<file path="src/rtl/usb_rx_sequencer.sv">
// usb_rx_sequencer
//   Packet-level controller for the USB receive path. Checks the PID,
//   clears the CRC checkers at the start of each packet body, forwards
//   data payload bytes (the trailing CRC16 bytes are held back in a
//   2-deep pipe and dropped), and reports one classification per packet.
//
//   Optional feature macro: USB_RX_SEQ_CRC_EN
//     defined   : crc5_err/crc16_err are checked, crc*_clear are driven
//     undefined : CRC inputs ignored, crc*_clear tied low
//
// Ports
//   clk, rst                  clock, synchronous active-high reset
//   sync_byte                 SYNC detected (starts a packet from IDLE)
//   byte_done, packet_in[7:0] new received byte strobe + value
//   eop                       end of packet
//   crc5_err, crc16_err       CRC checker status, sampled with eop
//   crc5_clear, crc16_clear   one-cycle clears after a good PID
//   rx_data[7:0], store_rx_data  payload byte + strobe
//   rx_packet[2:0]            packet class (NONE/OUT/IN/DATA0/DATA1/ACK/NAK/ERROR)
//   rx_done                   one-cycle result strobe
//   rx_byte_count[6:0]        payload bytes stored in the last packet
//   rx_busy                   FSM not in IDLE
module usb_rx_sequencer (
   input  logic       clk,
   input  logic       rst,
   input  logic       sync_byte,
   input  logic       byte_done,
   input  logic [7:0] packet_in,
   input  logic       eop,
   input  logic       crc5_err,
   input  logic       crc16_err,
   output logic       crc5_clear,
   output logic       crc16_clear,
   output logic [7:0] rx_data,
   output logic       store_rx_data,
   output logic [2:0] rx_packet,
   output logic       rx_done,
   output logic [6:0] rx_byte_count,
   output logic       rx_busy
);

   typedef enum logic [2:0] {
      S_IDLE, S_PID, S_TOKEN, S_DATA, S_HSHK, S_ERR
   } state_t;

   localparam logic [2:0] P_OUT   = 3'd1;
   localparam logic [2:0] P_IN    = 3'd2;
   localparam logic [2:0] P_DATA0 = 3'd3;
   localparam logic [2:0] P_DATA1 = 3'd4;
   localparam logic [2:0] P_ACK   = 3'd5;
   localparam logic [2:0] P_NAK   = 3'd6;
   localparam logic [2:0] P_ERROR = 3'd7;

   localparam logic [6:0] MAX_PAYLOAD = 7'd64;

   state_t          state_q, state_n;
   logic [2:0]      pcls_q, pcls_n;     // class implied by the accepted PID
   logic [1:0]      tcnt_q, tcnt_n;     // token body byte count
   logic [6:0]      cnt_q, cnt_n;       // payload bytes stored
   logic [1:0][7:0] pipe_q, pipe_n;     // [1] oldest, [0] newest
   logic [1:0]      fill_q, fill_n;
   logic            clr_q, clr_n;
   logic [7:0]      data_q, data_n;
   logic            store_q, store_n;
   logic            done_q, done_n;
   logic [2:0]      pkt_q, pkt_n;
   logic [6:0]      bc_q, bc_n;

   logic crc5_bad, crc16_bad;
   logic pid_ok;

`ifdef USB_RX_SEQ_CRC_EN
   assign crc5_bad    = crc5_err;
   assign crc16_bad   = crc16_err;
   assign crc5_clear  = clr_q;
   assign crc16_clear = clr_q;
`else
   assign crc5_bad    = 1'b0;
   assign crc16_bad   = 1'b0;
   assign crc5_clear  = 1'b0;
   assign crc16_clear = 1'b0;
   logic unused_crc;
   assign unused_crc  = crc5_err ^ crc16_err ^ clr_q;
`endif

   // PID byte carries its own check nibble
   assign pid_ok = (packet_in[7:4] == ~packet_in[3:0]);

   always_comb begin
      state_n = state_q;
      pcls_n  = pcls_q;
      tcnt_n  = tcnt_q;
      cnt_n   = cnt_q;
      pipe_n  = pipe_q;
      fill_n  = fill_q;
      clr_n   = 1'b0;
      data_n  = data_q;
      store_n = 1'b0;
      done_n  = 1'b0;
      pkt_n   = pkt_q;
      bc_n    = bc_q;

      if (state_q != S_IDLE && eop) begin
         // Any eop inside a packet closes it; a byte arriving in the
         // same cycle makes the framing invalid and is not stored.
         state_n = S_IDLE;
         done_n  = 1'b1;
         bc_n    = cnt_q;
         pkt_n   = P_ERROR;
         if (!byte_done) begin
            case (state_q)
               S_TOKEN: if (tcnt_q == 2'd2 && !crc5_bad)  pkt_n = pcls_q;
               S_DATA:  if (fill_q == 2'd2 && !crc16_bad) pkt_n = pcls_q;
               S_HSHK:  pkt_n = pcls_q;
               default: ;
            endcase
         end
      end else begin
         case (state_q)
            S_IDLE: begin
               if (sync_byte) begin
                  state_n = S_PID;
                  tcnt_n  = 2'd0;
                  cnt_n   = 7'd0;
                  fill_n  = 2'd0;
               end
            end
            S_PID: begin
               if (byte_done) begin
                  state_n = S_ERR;
                  if (pid_ok) begin
                     case (packet_in)
                        8'hE1: begin state_n = S_TOKEN; pcls_n = P_OUT;   end
                        8'h69: begin state_n = S_TOKEN; pcls_n = P_IN;    end
                        8'hC3: begin state_n = S_DATA;  pcls_n = P_DATA0; end
                        8'h4B: begin state_n = S_DATA;  pcls_n = P_DATA1; end
                        8'hD2: begin state_n = S_HSHK;  pcls_n = P_ACK;   end
                        8'h5A: begin state_n = S_HSHK;  pcls_n = P_NAK;   end
                        default: ;
                     endcase
                  end
                  clr_n = (state_n != S_ERR);
               end
            end
            S_TOKEN: begin
               if (byte_done) begin
                  if (tcnt_q == 2'd2) state_n = S_ERR;
                  else                tcnt_n  = tcnt_q + 2'd1;
               end
            end
            S_DATA: begin
               if (byte_done) begin
                  if (fill_q == 2'd2 && cnt_q == MAX_PAYLOAD) begin
                     state_n = S_ERR;   // payload overflow; count stays at 64
                  end else begin
                     // Only release the oldest byte once two newer ones
                     // exist: the last two bytes of the packet are CRC16.
                     if (fill_q == 2'd2) begin
                        data_n  = pipe_q[1];
                        store_n = 1'b1;
                        cnt_n   = cnt_q + 7'd1;
                     end else begin
                        fill_n  = fill_q + 2'd1;
                     end
                     pipe_n[1] = pipe_q[0];
                     pipe_n[0] = packet_in;
                  end
               end
            end
            S_HSHK: begin
               if (byte_done) state_n = S_ERR;
            end
            default: ;  // S_ERR waits for eop
         endcase
      end
   end

   always_ff @(posedge clk) begin
      if (rst) begin
         state_q <= S_IDLE;
         pcls_q  <= 3'd0;
         tcnt_q  <= 2'd0;
         cnt_q   <= 7'd0;
         pipe_q  <= '0;
         fill_q  <= 2'd0;
         clr_q   <= 1'b0;
         data_q  <= 8'h00;
         store_q <= 1'b0;
         done_q  <= 1'b0;
         pkt_q   <= 3'd0;
         bc_q    <= 7'd0;
      end else begin
         state_q <= state_n;
         pcls_q  <= pcls_n;
         tcnt_q  <= tcnt_n;
         cnt_q   <= cnt_n;
         pipe_q  <= pipe_n;
         fill_q  <= fill_n;
         clr_q   <= clr_n;
         data_q  <= data_n;
         store_q <= store_n;
         done_q  <= done_n;
         pkt_q   <= pkt_n;
         bc_q    <= bc_n;
      end
   end

   assign rx_data       = data_q;
   assign store_rx_data = store_q;
   assign rx_done       = done_q;
   assign rx_packet     = pkt_q;
   assign rx_byte_count = bc_q;
   assign rx_busy       = (state_q != S_IDLE);

endmodule

</file>
<file path="config.mk">
export PLATFORM = sky130hd
export DESIGN_NAME = usb_rx_sequencer
export DESIGN_NICKNAME = d
export VERILOG_FILES = /design/src/rtl/usb_rx_sequencer.sv
export SDC_FILE = /design/constraint.sdc
export NUM_CORES = 1
export LEC_CHECK = 0
export CAP_MARGIN = 20
export CORE_UTILIZATION = 49
export DETAILED_ROUTE_END_ITERATION = 8
export PLACE_DENSITY = 0.74
export SETUP_SLACK_MARGIN = 0.2
export SKIP_LAST_GASP = 1
export SLEW_MARGIN = 20
export SYNTH_ARGS = -nofsm -noshare
export SYNTH_HDL_FRONTEND = slang
export SYNTH_SLANG_ARGS = --single-unit
</file>
<file path="constraint.sdc">
create_clock -name clk -period 2.5 [get_ports clk]
set_input_delay 0.625 -clock clk [delete_from_list [all_inputs] [get_ports clk]]
set_output_delay 0.625 -clock clk [all_outputs]
set_load 0.03 [all_outputs]
</file>
## Word-level counts from Yosys, hierarchy flattened

Index checks and enable logic that the tools add are counted.

- Muxes and demuxes: 30
- Reduce and logical (&&, ||, !) cells: 20
- Order comparisons: 0
- Divide/modulo/power cells: 0
- Multipliers: 0
- Bitwise logic cells: 5
- Equal/unequal tests: 25
- Add/sub/neg operators: 3
- Shift-type cells: 0

Operator list:

| kind | number |
|---|---|
| two-way mux 3 bit | 11 |
| two-way mux 7 bit | 4 |
| equality test 8 x 7 -> 1 bit (second input constant) | 3 |
| equality test 8 bit (second input constant) | 3 |
| != test 2 bit (second input constant) | 11 |
| one-hot mux 3 bit (3 select lines) | 2 |
| one-hot mux 3 bit (6 select lines) | 1 |
| one-hot mux 3 bit (5 select lines) | 1 |
| AND reduction 5 bit | 3 |
| one-hot mux 7 bit (2 select lines) | 1 |
| two-way mux 2 bit | 6 |
| AND reduction 6 bit | 2 |
| one-hot mux 2 bit (2 select lines) | 2 |
| AND reduction 8 bit | 1 |
| OR reduction 2 bit | 4 |
| adder 7 x 1 -> 7 bit (second input constant) | 1 |
| equality test 7 bit (second input constant) | 1 |
| equality test 3 x 2 -> 1 bit (second input constant) | 2 |
| nonzero test 6 bit | 1 |
| nonzero test 5 bit | 1 |
| OR reduction 5 bit | 1 |
| adder 2 x 1 -> 2 bit (second input constant) | 2 |
| equality test 2 bit (second input constant) | 2 |
| equality test 4 bit | 1 |
| 10 further kinds | 16 |

- Flip-flop bits (word level): 53
- Input bits: 15
- Bits in writable memories: 0
- Latch bits: 0
- Output and inout port bits: 23
- Memories: 0
- Logic and storage cells: 95
- Memory bits (read-only): 0

## Longest topological paths before layout

Gate-level depths: netlist of run 1.

- Word-level depth: 6
- Mapped depth: 9
- Depth with buffers taken out: 7

## Worst setup path after synthesis of run 1

Ideal clock, no wire load.

- Kind: register to register
- Start point: register state_q[2]
- End point: register cnt_q[5]
- Stages on the path, launching flop included: 7
- Setup time: 0.070 ns
- Setup slack: 0.630 ns
- Data required time: 2.430 ns
- Buffers on the path: 1
- Data arrival time: 1.800 ns
- Clock period less this slack: 1.870 ns
- Cell sequence: dfxtp_1 nor3_2 mux2i_1 o211ai_2 buf_6 or3_1 a21oi_1

- Word-level cells in the longest chain between the ends: 4
- Elaborated cells on any way between the ends: 12
- Those cells by class: eq/ne: 5; mux: 1; bitwise: 1; reduce/logical: 5

Ends and longest elaborated chain:

| element | line | RTL |
|---|---|---|
| start, declared | 56 | `state_t state_q, state_n;` |
| start signal, assigned | 193 | `state_q <= state_n;` |
| branches (longest 4 deep; another with AND reduction 6 bit) | -- |  |
| end signal, assigned | 196 | `cnt_q <= cnt_n;` |
| end, declared | 59 | `logic [6:0] cnt_q, cnt_n;` |

Several ways; the timed one is not identified.
A chain may end at the register's enable or synchronous reset.

## Worst setup path after layout of run 1

- Start point: input port byte_done
- End point: register cnt_q[2]

- Word-level cells in the longest chain between the ends: 2

Ends and longest elaborated chain:

| element | line | RTL |
|---|---|---|
| start, declared | 27 | `input logic byte_done,` |
| != test 2 bit (no line) | -- |  |
| AND reduction 6 bit (no line) | -- |  |

No other way between the ends.

==> results.py, run 1 <==
metrics = {
    "run_status": {
        "run_status": "complete, no violations",
    },
    "cts": {
        "clkLatencyLatePin_ps": 310,
        "root_buffer": "clkbuf_8",
        "post_cts_buffers": 0,
        "h-tree-depth": 2,
        "clockBufferDepth": 2,
        "cts_tree": "yes",
        "cts_made_buffers": 5,
        "cts_num_sinks": 53,
        "path_clk_slew_ps": 100,
        "ctsHoldBuffers": 0,
    },
    "cells_and_area": {
        "antenna-diode-count": 0,
        "drive_gt1_share_pct": 11.8,
        "nNetsFinal": 340,
        "n_fill_cell": 424,
        "utilization_pct": 63.4,
        "final_area_mm2": 0.00301,
        "syn2layout_area_growth_pct": 23.1,
    },
    "logic_synthesis": {
        "synth_mux_area_share_pct": 9.00,
        "synth_xor_xnor_area_share_pct": 1.07,
        "synthSimpleGateAreaFrac_pct": 24.3,
        "synthAdderAreaFrac_pct": 2.04,
        "ys_seq_elements": 53,
        "synth_common_cells": "dfxtp_1, nand2_1, nor2_1, mux2i_1, a21oi_1",
        "ys_seq_area_share_pct": 43.4,
        "synth_edf_count": 0,
        "synth_cells": 281,
        "yosysMostFrequentCell": "dfxtp_1",
        "yosysTopAreaCell": "dfxtp_1",
        "synthTopCellsByArea": "dfxtp_1, mux2i_1, nand2_1",
        "syn-cell-area_mm2": 0.00245,
        "synth_compound_area_share_pct": 14.2,
        "synth_top_family_by_area": "simple AND/OR/NAND/NOR gates",
        "yosysWarnings": 0,
        "synth-main-ff-cell": "dfxtp_1",
        "synthDistinctLibCells": 46,
        "synth_top_area_share_pct": 43.4,
        "syn_avg_cell_area_um2": 8.71,
        "async_reset_ff_share_pct": 0,
    },
    "grt": {
        "grt_pass1_vias": 1822,
        "globalRouteOverflowTotal": 0,
        "antenna_found_initial": 0,
        "grt_max_degree": 31,
        "track_usage_pct": 20.4,
        "grt_first_pass_wirelength_mm": 8.38,
    },
    "critical_path": {
        "path_max_fanout": 8,
        "start_kind": "input port",
        "crit_path_end_kind": "register",
        "crit_type": "in -> reg",
        "crit_required_ps": 2760,
        "r2r_slack_ps": 440,
        "cp.arrival_ps": 2360,
    },
    "sta": {
        "finalCritPeriodShare_pct": 84.0,
        "setup_tns_ps": 0,
        "finalHoldViolCount": 0,
        "worst_clock_skew_ps": 4.41,
        "period_minus_slack_ps": 2100,
        "setup_viol": 0,
        "finalWorstSetupSlack_ps": 399,
        "grt_setup_unrepaired": "false",
        "clock.fmax_ghz": 0.476,
        "slew_violations": 0,
    },
    "placement": {
        "gp_congestion": 0.803,
        "post_dp_cell_area_mm2": 0.00287,
        "dp_slack_ps": 71.9,
        "port_buffers": 33,
        "hpwl_mm": 3.67,
    },
    "min_path": {
        "hold_path_class": "reg -> reg",
    },
    "floorplan": {
        "coreArea_mm2": 0.00475,
        "die_w_um": 72.7,
        "top_level_ports": 38,
        "initial_utilization_pct": 51.5,
        "rows": 25,
        "die_h_um": 72.7,
        "dieArea_mm2": 0.00528,
    },
    "route": {
        "drt_iter0_drc": 103,
        "totalWireLength_mm": 5.16,
        "antenna_left": 0,
        "first_pass_iters": 4,
        "vias": 2052,
        "wire_per_inst_um": 13.3,
        "drc": 0,
        "via_per_inst": 5.28,
    },
    "power": {
        "powerDensity_mw_per_mm2": 620,
        "cellLeakagePower_nw": 1.05,
        "vdd_drop_max_v": 0.000551,
    },
    "flow_run": {
        "maxCapViolCount": 0,
    },
}
==> stage by stage <==
step / hold slack (ps) / total power [mW] / instances
2_1_floorplan: 432 / 1.09 / 282
3_3_place_gp: 441 / 1.18 / 381
3_5_place_dp: 447 / 1.19 / 381
4_1_cts: 462 / 1.88 / 389
5_1_grt: 484 / 1.93 / 389
6_report: 459 / 1.87 / 389
==> what timing repair did <==
action / 4_1_cts / 5_1_grt
gates resized for setup: 2 / 0
setup endpoints to repair: 1 / 0
endpoints found under the hold margin: 0 / 0
==> critical path, cell delays in order <==
cell and delay [ps]:
clkdlybuf4s50_1 550, nand4b_4 130, a21oi_2 190, o211ai_2 190
buf_4 200, or4_1 400, nand2_1 70
==> state kept, by name, summed over array words and instances, names as in the netlist <==
name           flops
rx_packet          3
rx_byte_count      7
pipe_q            16
pcls_q             3
store_rx_data      1
rx_done            1
state_q            3
cnt_q              7
rx_data            8
tcnt_q             2
fill_q             2
==> path summary, 6_finish.rpt <==
| path | start | to | cells after the start |
|---|---|---|---|
| worst max register to register | cnt_q[1] | cnt_q[2] | 8 |
| worst min-delay path | pcls_q[1] | pcls_q[1] | 2 |
| worst max-delay path | byte_done | cnt_q[2] | 7 |
| worst min register to register | pcls_q[1] | pcls_q[1] | 2 |
==> cell type report <==
| class | instances | area [µm²] | area share (%) |
|---|---|---|---|
| multi-input combinational | 202 | 1250 | 41.6 |
| sequential | 53 | 1060 | 35.2 |
| timing repair buffer | 48 | 437 | 14.5 |
| tap | 67 | 83.8 | 2.78 |
| clock buffer | 5 | 68.8 | 2.28 |
| clock inverter | 3 | 68.8 | 2.28 |
| inverter | 11 | 41.3 | 1.37 |
==> layout by cell type (no fill, tap or decap), drive strengths merged, types with 3 or more instances in the layout <==
cell type      synthesis  final
a21oi                 29     29
nand2                 47     47
nor3                  13     13
buf                   10     16
dfxtp                 53     53
o31ai                  3      3
clkbuf                 6      5
nand3b                 3      3
inv                   11     12
o211ai                 3      3
mux2i                 22     22
nor2                  26     26
o21ai                  8      8
ha                     4      4
nand3                  7      7
or3                    5      5
nor2b                  3      3
clkdlybuf4s50          0     31
==> where the power goes <==
group,internal (mW),switching (mW)
Clock,0.403,0.295
Sequential,0.862,0.0143
Combinational,0.120,0.173
Total,1.39,0.482
==> layer usage <==
| metal | wire length [µm] | GRT usage [%] | up-vias | share of wire [%] |
|---|---|---|---|---|
| li1 | - | - | 1041 | - |
| met1 | 2460 | 25.5 | 983 | 48 |
| met2 | 2520 | 35.6 | 24 | 49 |
| met3 | 142 | 4.28 | 4 | 2.8 |
| met4 | 39 | 5.23 | 0 | 0.76 |
| met5 | 0 | 0 | - | 0 |
==> logic make-up (layout without fill, tap and decap cells) <==
kind of cell / Yosys count / in the layout
mux: 22 / 22
other cells: 1 / 2
simple gates: 119 / 119
buf+inv: 27 / 67
xor+xnor: 3 / 3
compound gates: 52 / 52
fa+ha+maj: 4 / 4
flops: 53 / 53
Power figures use the tool's default switching activity.
==> run 2: changes to the inputs <==
CORE_UTILIZATION = 48   (was 49)
PLACE_DENSITY = 0.75   (was 0.74)
clock period = 1.72 ns   (was 2.5 ns; I/O delays follow)
==> run 2 against run 1 <==
  * The flow now finishes with violations (negative setup slack)
  * Critical path type is now reg -> reg
  * Global-route usage grew 2.6 points
  * Die area increased by 2.0%
  * Sequential share of layout area down 5.9 points
==> results.py, run 2 (same netlist as run 1, synthesis figures left out) <==
metrics = {
    "cells_and_area": {
        "n_fill_cell": 348,
        "stdcell_count": 440,
        "final_area_mm2": 0.00367,
        "syn2layout_area_growth_pct": 50.0,
        "regMostFlops": "pipe_q",
        "utilization_pct": 76.2,
        "drive_gt1_share_pct": 37.8,
        "layout_commonest_cell": "buf_4",
        "layout_common_cells": "buf_4, dfxtp_1, nand2_1, nor2_1, dlygate4sd2_1",
        "largest_reg_flops": 16,
        "antenna-diode-count": 0,
        "nNetsFinal": 391,
    },
    "cts": {
        "h-tree-depth": 2,
        "cts_tree": "yes",
        "cts_num_sinks": 53,
        "clkLatencyLatePin_ps": 300,
        "root_buffer": "clkbuf_8",
        "cts_made_buffers": 5,
        "clockBufferDepth": 2,
        "ctsHoldBuffers": 0,
        "path_clk_slew_ps": 100,
    },
    "route": {
        "vias": 2356,
        "antenna_left": 0,
        "first_pass_iters": 4,
        "via_per_inst": 5.35,
        "totalWireLength_mm": 6.65,
        "drt_iter0_drc": 210,
        "wire_per_inst_um": 15.1,
        "drc": 0,
    },
    "critical_path": {
        "start_kind": "register",
        "crit_type": "reg -> reg",
        "crit_required_ps": 1960,
        "path_delay_family": "simple AND/OR/NAND/NOR gates",
        "worstPathCellList": "inv_2 > ha_4 > and4b_2 > a21oi_4 > o211ai_4 > or4_1 > a21oi_2",
        "cp_num_buf_inv": 1,
        "critPathMaxStageDelay_ps": 450,
        "cp.arrival_ps": 2000,
        "crit_path_end_kind": "register",
        "critPathSlowestCell": "or4_1",
        "path_max_fanout": 9,
    },
    "sta": {
        "finalHoldViolCount": 0,
        "setup_viol": 5,
        "worst_clock_skew_ps": 5.79,
        "period_minus_slack_ps": 1760,
        "finalCritPeriodShare_pct": 102,
        "fin_hold_ws_ps": 408,
        "clock.fmax_ghz": 0.568,
        "finalWorstSetupSlack_ps": -40.5,
        "slew_violations": 0,
        "grt_setup_unrepaired": "true",
    },
    "grt": {
        "globalRouteOverflowTotal": 0,
        "grt_pass1_vias": 2086,
        "antenna_found_initial": 0,
        "grt_first_pass_wirelength_mm": 9.54,
        "track_usage_pct": 22.9,
        "grt_max_degree": 44,
    },
    "run_status": {
        "run_status": "finished, violations left",
        "failed_checks": "negative setup slack",
    },
    "placement": {
        "post_dp_cell_area_mm2": 0.00317,
        "gp_congestion": 0.790,
        "hpwl_mm": 3.94,
        "port_buffers": 33,
        "dp_cells": 411,
    },
    "floorplan": {
        "die_w_um": 73.4,
        "initial_utilization_pct": 50.8,
        "dieArea_mm2": 0.00539,
        "rows": 25,
        "die_h_um": 73.4,
        "top_level_ports": 38,
        "coreArea_mm2": 0.00482,
    },
    "flow_run": {
        "maxCapViolCount": 0,
    },
    "power": {
        "p_sw_share_pct": 29.7,
        "p_total_mw": 2.69,
        "pwr-share-comb_pct": 25.9,
        "seqPwrFrac_pct": 47.6,
        "cellLeakagePower_nw": 1.45,
        "powerDensity_mw_per_mm2": 733,
        "clkPwrFrac_pct": 26.5,
        "p_switching_mw": 0.799,
        "vdd_drop_max_v": 0.000495,
        "p_int_mw": 1.89,
    },
    "min_path": {
        "hold_path_class": "in -> reg",
    },
}
==> run 2: cell types whose count changed in the layout (fill, tap and decap cells not counted), moves of 6 or more <==
cell / previous run / this run
buf_4: 15 / 50
clkdlybuf4s15_1: 0 / 7
nand2_2: 0 / 10
a21oi_2: 9 / 15
dfxtp_1: 53 / 46
clkdlybuf4s50_1: 31 / 1
buf_6: 0 / 13
a21oi_1: 20 / 13
dlygate4sd2_1: 1 / 23
nand2_1: 47 / 35
==> run 2: power by group through the flow <==
stage | Clock (mW) | Sequential [mW] | Combinational, mW
floorplan | 0 | 1.33 | 0.262
global placement | 0 | 1.31 | 0.499
detailed placement | 0 | 1.31 | 0.509
CTS | 0.718 | 1.28 | 0.603
global route | 0.767 | 1.28 | 0.740
finish | 0.713 | 1.28 | 0.697
==> run 2: routing by layer <==
layer | routed length [µm] | track usage, % | part of all wire (%)
met4 | 94 | 5.34 | 1.4
met1 | 2880 | 29.3 | 43
met2 | 3400 | 40.6 | 51
met5 | 0 | 0 | 0
met3 | 272 | 3.57 | 4.1
==> run 2: area by class of cell <==
cell class	count	area (µm²)	share of cell area, %
Multi-Input combinational cell	202	1490	40.5
Sequential cell	53	1070	29.3
Timing Repair Buffer	99	893	24.3
Tap cell	67	83.8	2.28
Clock buffer	6	72.6	1.98
Inverter	11	43.8	1.19
Clock inverter	2	15.0	0.409
==> run 2: what timing repair did <==
action / CTS / global route
buffers inserted: 12 / 7
gates cloned: 0 / 2
resized for setup: 55 / 44
pin swaps: 15 / 17
setup endpoints to repair: 71 / 58
==> run 2: final timing paths <==
check / start / end / slack (ps) / cells past startpoint
worst max-delay path: cnt_q[0] / cnt_q[6] / -40 / 7
worst min-delay path: rst / rx_byte_count[4] / 410 / 2
worst max register to register: cnt_q[0] / cnt_q[6] / -40 / 7
worst min register to register: rx_byte_count[2] / rx_byte_count[2] / 470 / 2
==> run 2: worst register-to-register path: stages, from the launching register on <==
cell and delay (ps):
dfxtp_2 350, inv_2 50, ha_4 140, and4b_2 280, a21oi_4 170, o211ai_4 130, or4_1 450, a21oi_2 140
==> run 2: metrics by stage <==
stage               worst slack (ps)  TNS (ps)
finish                         -40.5     -62.3
global route                   -99.3     -1100
CTS                            -3.13     -3.13
detailed placement              -391    -11190
global placement                -349     -9910
floorplan                      -9.31     -9.31
